==> src/rtl/apb_timer_sched.sv <==
// Shares the low timer channel between NUM_REQ requesters, one job at a time:
// round-robin pick, then APB writes to arm the one-shot timer, wait for irq, disarm.
module apb_timer_sched #(
  parameter int unsigned                NUM_REQ        = 4,
  parameter int unsigned                APB_ADDR_WIDTH = 32,
  parameter logic [APB_ADDR_WIDTH-1:0]  TIMER_BASE     = '0
) (
  input  logic                        clk_i,
  input  logic                        rst_ni,
  input  logic [NUM_REQ-1:0]          req_valid_i,
  output logic [NUM_REQ-1:0]          req_ready_o,
  input  logic [32*NUM_REQ-1:0]       req_cmp_i,
  input  logic [8*NUM_REQ-1:0]        req_presc_i,
  output logic [NUM_REQ-1:0]          done_o,
  output logic                        err_o,
  output logic                        busy_o,
  output logic [APB_ADDR_WIDTH-1:0]   PADDR_o,
  output logic [31:0]                 PWDATA_o,
  output logic                        PWRITE_o,
  output logic                        PSEL_o,
  output logic                        PENABLE_o,
  input  logic [31:0]                 PRDATA_i,
  input  logic                        PREADY_i,
  input  logic                        PSLVERR_i,
  input  logic                        irq_i
);

  localparam int unsigned IDX_W = (NUM_REQ > 1) ? $clog2(NUM_REQ) : 1;
  localparam logic [APB_ADDR_WIDTH-1:0] ADDR_CFG_LO = TIMER_BASE;
  localparam logic [APB_ADDR_WIDTH-1:0] ADDR_CMP_LO = TIMER_BASE + APB_ADDR_WIDTH'(16);

  typedef enum logic [2:0] {IDLE, W_RST, W_CMP, W_EN, WAIT_IRQ, W_OFF, DONE} state_t;
  typedef enum logic [1:0] {PH_GAP, PH_SETUP, PH_ACCESS} phase_t;

  state_t            state_reg, state_next;
  phase_t            phase_reg, phase_next;
  logic [IDX_W-1:0]  owner_reg, owner_next;
  logic [IDX_W-1:0]  last_reg, last_next;
  logic [31:0]       cmp_reg, cmp_next;
  logic [7:0]        presc_reg, presc_next;
  logic              err_reg, err_next;

  logic              grant_found;
  logic [IDX_W-1:0]  grant_idx;
  logic [IDX_W-1:0]  cand;
  logic [31:0]       sel_cmp;
  logic [7:0]        sel_presc;
  logic [APB_ADDR_WIDTH-1:0] wr_addr;
  logic [31:0]       wr_data;
  logic              in_write;

  logic unused_prdata;
  assign unused_prdata = ^PRDATA_i;

  // Round-robin search begins one past the last grant.
  always_comb begin
    grant_found = 1'b0;
    grant_idx   = '0;
    cand        = '0;
    for (int k = 1; k <= NUM_REQ; k++) begin
      cand = IDX_W'((int'(last_reg) + k) % NUM_REQ);
      if (!grant_found && req_valid_i[cand]) begin
        grant_found = 1'b1;
        grant_idx   = cand;
      end
    end
  end

  always_comb begin
    sel_cmp   = '0;
    sel_presc = '0;
    for (int i = 0; i < NUM_REQ; i++) begin
      if (grant_idx == IDX_W'(i)) begin
        sel_cmp   = req_cmp_i[32*i +: 32];
        sel_presc = req_presc_i[8*i +: 8];
      end
    end
  end

  for (genvar gi = 0; gi < NUM_REQ; gi++) begin : g_req
    assign req_ready_o[gi] = rst_ni && (state_reg == IDLE) && grant_found &&
                             (grant_idx == IDX_W'(gi));
    assign done_o[gi]      = (state_reg == DONE) && (owner_reg == IDX_W'(gi));
  end

  assign busy_o = (state_reg != IDLE);
  assign err_o  = (state_reg == DONE) && err_reg;

  always_ff @(posedge clk_i or negedge rst_ni) begin
    if (!rst_ni) begin
      state_reg <= IDLE;
      phase_reg <= PH_GAP;
      owner_reg <= '0;
      last_reg  <= IDX_W'(NUM_REQ - 1);
      cmp_reg   <= '0;
      presc_reg <= '0;
      err_reg   <= 1'b0;
    end else begin
      state_reg <= state_next;
      phase_reg <= phase_next;
      owner_reg <= owner_next;
      last_reg  <= last_next;
      cmp_reg   <= cmp_next;
      presc_reg <= presc_next;
      err_reg   <= err_next;
    end
  end

  always_comb begin
    state_next = state_reg;
    phase_next = phase_reg;
    owner_next = owner_reg;
    last_next  = last_reg;
    cmp_next   = cmp_reg;
    presc_next = presc_reg;
    err_next   = err_reg;
    wr_addr    = ADDR_CFG_LO;
    wr_data    = '0;
    in_write   = 1'b0;
    PSEL_o     = 1'b0;
    PENABLE_o  = 1'b0;
    PWRITE_o   = 1'b0;
    PADDR_o    = '0;
    PWDATA_o   = '0;

    case (state_reg)
      W_RST: wr_data = 32'h0000_0002;
      W_CMP: begin
        wr_addr = ADDR_CMP_LO;
        wr_data = cmp_reg;
      end
      W_EN:  wr_data = {16'h0000, presc_reg, 1'b0, |presc_reg, 6'h35};
      default: wr_data = '0;
    endcase

    case (state_reg)
      IDLE: begin
        if (grant_found) begin
          state_next = W_RST;
          phase_next = PH_SETUP;
          owner_next = grant_idx;
          last_next  = grant_idx;
          cmp_next   = sel_cmp;
          presc_next = sel_presc;
          err_next   = 1'b0;
        end
      end
      W_RST, W_CMP, W_EN, W_OFF: begin
        in_write  = 1'b1;
        PSEL_o    = (phase_reg != PH_GAP);
        PENABLE_o = (phase_reg == PH_ACCESS);
        PWRITE_o  = (phase_reg != PH_GAP);
        if (phase_reg != PH_GAP) begin
          PADDR_o  = wr_addr;
          PWDATA_o = wr_data;
        end
        case (phase_reg)
          PH_GAP:   phase_next = PH_SETUP;
          PH_SETUP: phase_next = PH_ACCESS;
          default: begin
            if (PREADY_i) begin
              // Every transfer after the first is preceded by one idle bus cycle.
              phase_next = PH_GAP;
              if (state_reg == W_OFF) begin
                err_next   = err_reg | PSLVERR_i;
                state_next = DONE;
              end else if (PSLVERR_i) begin
                err_next   = 1'b1;
                state_next = W_OFF;
              end else begin
                case (state_reg)
                  W_RST:   state_next = W_CMP;
                  W_CMP:   state_next = W_EN;
                  default: state_next = WAIT_IRQ;
                endcase
              end
            end
          end
        endcase
      end
      WAIT_IRQ: begin
        // The bus already idles here, so the disarm write may start at once.
        if (irq_i) begin
          state_next = W_OFF;
          phase_next = PH_SETUP;
        end
      end
      DONE:    state_next = IDLE;
      default: state_next = IDLE;
    endcase
  end

endmodule

==> config.mk <==
export PLATFORM = sky130hd
export DESIGN_NAME = apb_timer_sched
export DESIGN_NICKNAME = d
export VERILOG_FILES = /design/src/rtl/apb_timer_sched.sv
export SDC_FILE = /design/constraint.sdc
export NUM_CORES = 1
export LEC_CHECK = 0
export CAP_MARGIN = 20
export CORE_UTILIZATION = 30
export DETAILED_ROUTE_END_ITERATION = 6
export GPL_TIMING_DRIVEN = 0
export PLACE_DENSITY = 0.76
export SYNTH_ARGS = -nofsm -noshare
export SYNTH_HDL_FRONTEND = slang
export SYNTH_SLANG_ARGS = --single-unit
==> constraint.sdc <==
create_clock -name clk_i -period 3.75 [get_ports clk_i]
set_input_delay 1.125 -clock clk_i [delete_from_list [all_inputs] [get_ports clk_i]]
set_output_delay 1.125 -clock clk_i [all_outputs]
set_load 0.01 [all_outputs]
==> impl_results.md <==
- Status: completed
- Max-cap viol count: 0
- Vias in the first global route: 4235
- Post-synthesis simple-gate area fraction: 17.08%
- Port Buffers: ~210
- Total GRT Usage: between 20 and 25%
- Post-layout min period: 3709 ps
- Post-synthesis adder-cell area fraction: 0%
- Routed vias/inst: just under 5
- Clk sinks: 50
- Sequential area share after synthesis: 29.40%
- Post-synthesis mux area share: 20.54%
- Period utilization: a little under 100%
- Fin. Hold Viols: 0
- Yosys top cell by area: dfrtp_1
- WP data required: roughly 2600 ps
- Antenna violations before repair: 0
- Synth area leaders: dfrtp_1 28%, mux2i_1 12%, mux2_4 7.0%
- Rows: 43
- Iter 0 DRT Violations: about 220
- GRT overflow: 0
- RSZ-0062 raised after global routing: true
- Clk_lat worst skew: ~290 ps
- Dpl hpwl: around 12000 um
- DRC Markers: 0
- Worst-path maximum fanout: 5
- Crit end category: output pin
- Crit Path Category: input port to output pin
- Layout cells sized above 1: between 10% and 20%
- Routed Antenna Nets: 0
- First-pass GRT wire length: between 20000 and 25000 um
- Largest net degree at the start of global routing: 33
- Worst Tran Pin Value: 642.0 ps
- Avg WL per Cell: ~17 um
- Placeable core area: 13880 um2
- Root buffer cell: clkbuf_16
- Worst ir drop on vdd: between 0.0002 and 0.00025 V
- Ports: between 200 and 300
- CTS tree: built
- FILL cells: between 1000 and 1500
- Post-Synthesis Cells: around 470
- Hold Slack: approximately 480 ps
- Die Height: ~120 um
- Setup TNS: 0 ps
- Worst Hold Class: flip-flop to flip-flop
- Compound-Gate Fraction of Synth Area: about a fifth
- Worst path arrival time: 2580 ps
- Final setup violation count: 0
- CP startpoint kind: input port
- Area grow syn2layout: 64.94%
- Clk pin slew, worst setup/hold paths: ~70 ps
- Die W: 121.2 um
- Ys Warns: 0
- XOR/XNOR share of the synthesized area: 0%
- Cell area power density: between 500 and 600 nW/um2
- Slew Limit Fails: 0
- Dominant synthesized flop cell: dfrtp_1
- Rel. slew slack: between 50% and 60%
- Yosys reg bits: 50
- CTS Buffer Depth: 2
- Achievable frequency: approximately 0.27 GHz
- Yosys top cell area share: 28.17%
- Initial DRT Pass Iterations: 5
- Nets@finish: just over 900
- Largest register FFs: 32
- TritonCTS Buffers: 5
- DR vias: roughly 4400
- Global placement routability congestion: 0.8462
- Post-synth ARST share: 100.0%
- H-tree depth: 2
- Detailed Route WL: 15400 um
- ANT cells: 0
- Synth cell types: between 40 and 50
- Syn avg cell area: approximately 9.1 um2
- Largest family of logic cells by synthesized area: multiplexers
- EDFF count, synth: 0
- Die area: 14690 um2
- Multi-input combinational cell area: approximately 2600 um2
- Initial Util: a little under a third
- Clk_skew: 5.255 ps
- Storage element area: approximately 1300 um2
- Mapped Area: 4264 um2
- Leakage: between 0.003 and 0.004 uW
cell type report:
class | instances | share of cell area (%)
Buffer | 69 | 7.223
Clock buffer | 7 | 2.028
Timing Repair Buffer | 224 | 31.38
Clock inverter | 1 | 0.07116
Multi-Input combinational cell | 354 | 37.04
Sequential cell | 50 | 17.83
Tap cell | 180 | 3.202
Inverter | 23 | 1.228
routing by layer:
| layer | GRT usage, % | vias up | routed length (um) |
|---|---|---|---|
| met1 | 26.58 | 2048 | 6583 |
| met2 | 35.18 | 173 | 7627 |
| met4 | 5.864 | 0 | 218 |
| met5 | 0 | - | 0 |
| met3 | 3.994 | 15 | 967 |
| li1 | - | 2166 | - |
timing repair:
action / 4_1_cts / 5_1_grt
hold buffers: 0 / 0
pin swaps: 4 / 2
gates resized for setup: 48 / 1
buffers inserted: 7 / 2
setup endpoints to repair: 23 / 18
cloned: 0 / 0
cells by family after synthesis:
kind of cell | after synthesis
DFF | 50
and+or+nand+nor | 148
buffers and inverters | 95
other | 1
muxes | 77
AOI/OAI and AO/OA | 98
report_power, final:
part	switching [uW]	total [uW]	internal, uW	leakage, uW
combinational	1050	2160	1110	0.00238
sequential	202	1010	809	0.000594
clock	205	471	265	0.0000739
total	1460	3640	2180	0.00305
placed cells by master (no fill, tap or decap), types with 4 or more instances in the layout:
cell	netlist	routed
nand2_1	12	12
nand3_1	50	49
a211oi_2	10	10
a221o_1	24	24
dfrtp_1	48	48
inv_1	22	22
buf_6	8	7
conb_1	1	31
clkdlybuf4s50_1	0	205
mux2i_1	53	52
nor2_1	46	45
clkbuf_1	15	12
a211oi_1	38	38
clkbuf_16	0	6
nor2b_1	4	4
and2_1	20	19
buf_2	9	15
buf_4	37	45
o21ai_0	7	6
mux2_1	4	4
mux2_4	20	20
path summary, 6_finish.rpt:
path / cells past startpoint / start / slack [ps] / end
min in group asynchronous: 1 / rst_ni / 820 / cmp_reg[2]
worst max register to register: 6 / state_reg[0] / 1270 / cmp_reg[3]
max in group asynchronous: 2 / rst_ni / 2280 / last_reg[0]
worst min register to register: 2 / err_reg / 480 / err_reg
worst max-delay path: 8 / req_valid_i[1] / 40 / req_ready_o[1]
worst min-delay path: 2 / err_reg / 480 / err_reg
critical path, cell delays in order:
cell and delay (ps):
clkdlybuf4s15_2 230, or4_4 450, and2_4 210, clkbuf_16 140, nand3b_1 130, buf_4 130, nor2b_1 30, buf_2 140
synthesized netlist by cell type (all sizes together) (2+ instances only):
master / n
nor2: 46
and2: 21
dfstp: 2
nand3: 50
nand3b: 2
mux2i: 53
nor2b: 4
clkbuf: 15
o21ai: 8
dfrtp: 48
o21a: 3
a211oi: 48
and3: 3
o22ai: 2
a21o: 4
inv: 22
nand2b: 3
nor3: 2
a21oi: 2
a31oi: 2
mux2: 24
nor4: 3
nand2: 12
a221o: 24
buf: 57
through the flow:
step	instances	setup WS [ps]	area (um2)	power [uW]	util [%]
floorplan	499	278.8	4377	2340	-
global placement	893	-1993	6744	3067	48.58
detailed placement	894	-1489	6759	3101	48.69
CTS	906	27.15	7005	3653	50.47
global route	908	0.2198	7033	3886	50.67
finish	908	41.40	7033	3640	50.67
Power figures use the tool's default switching activity.
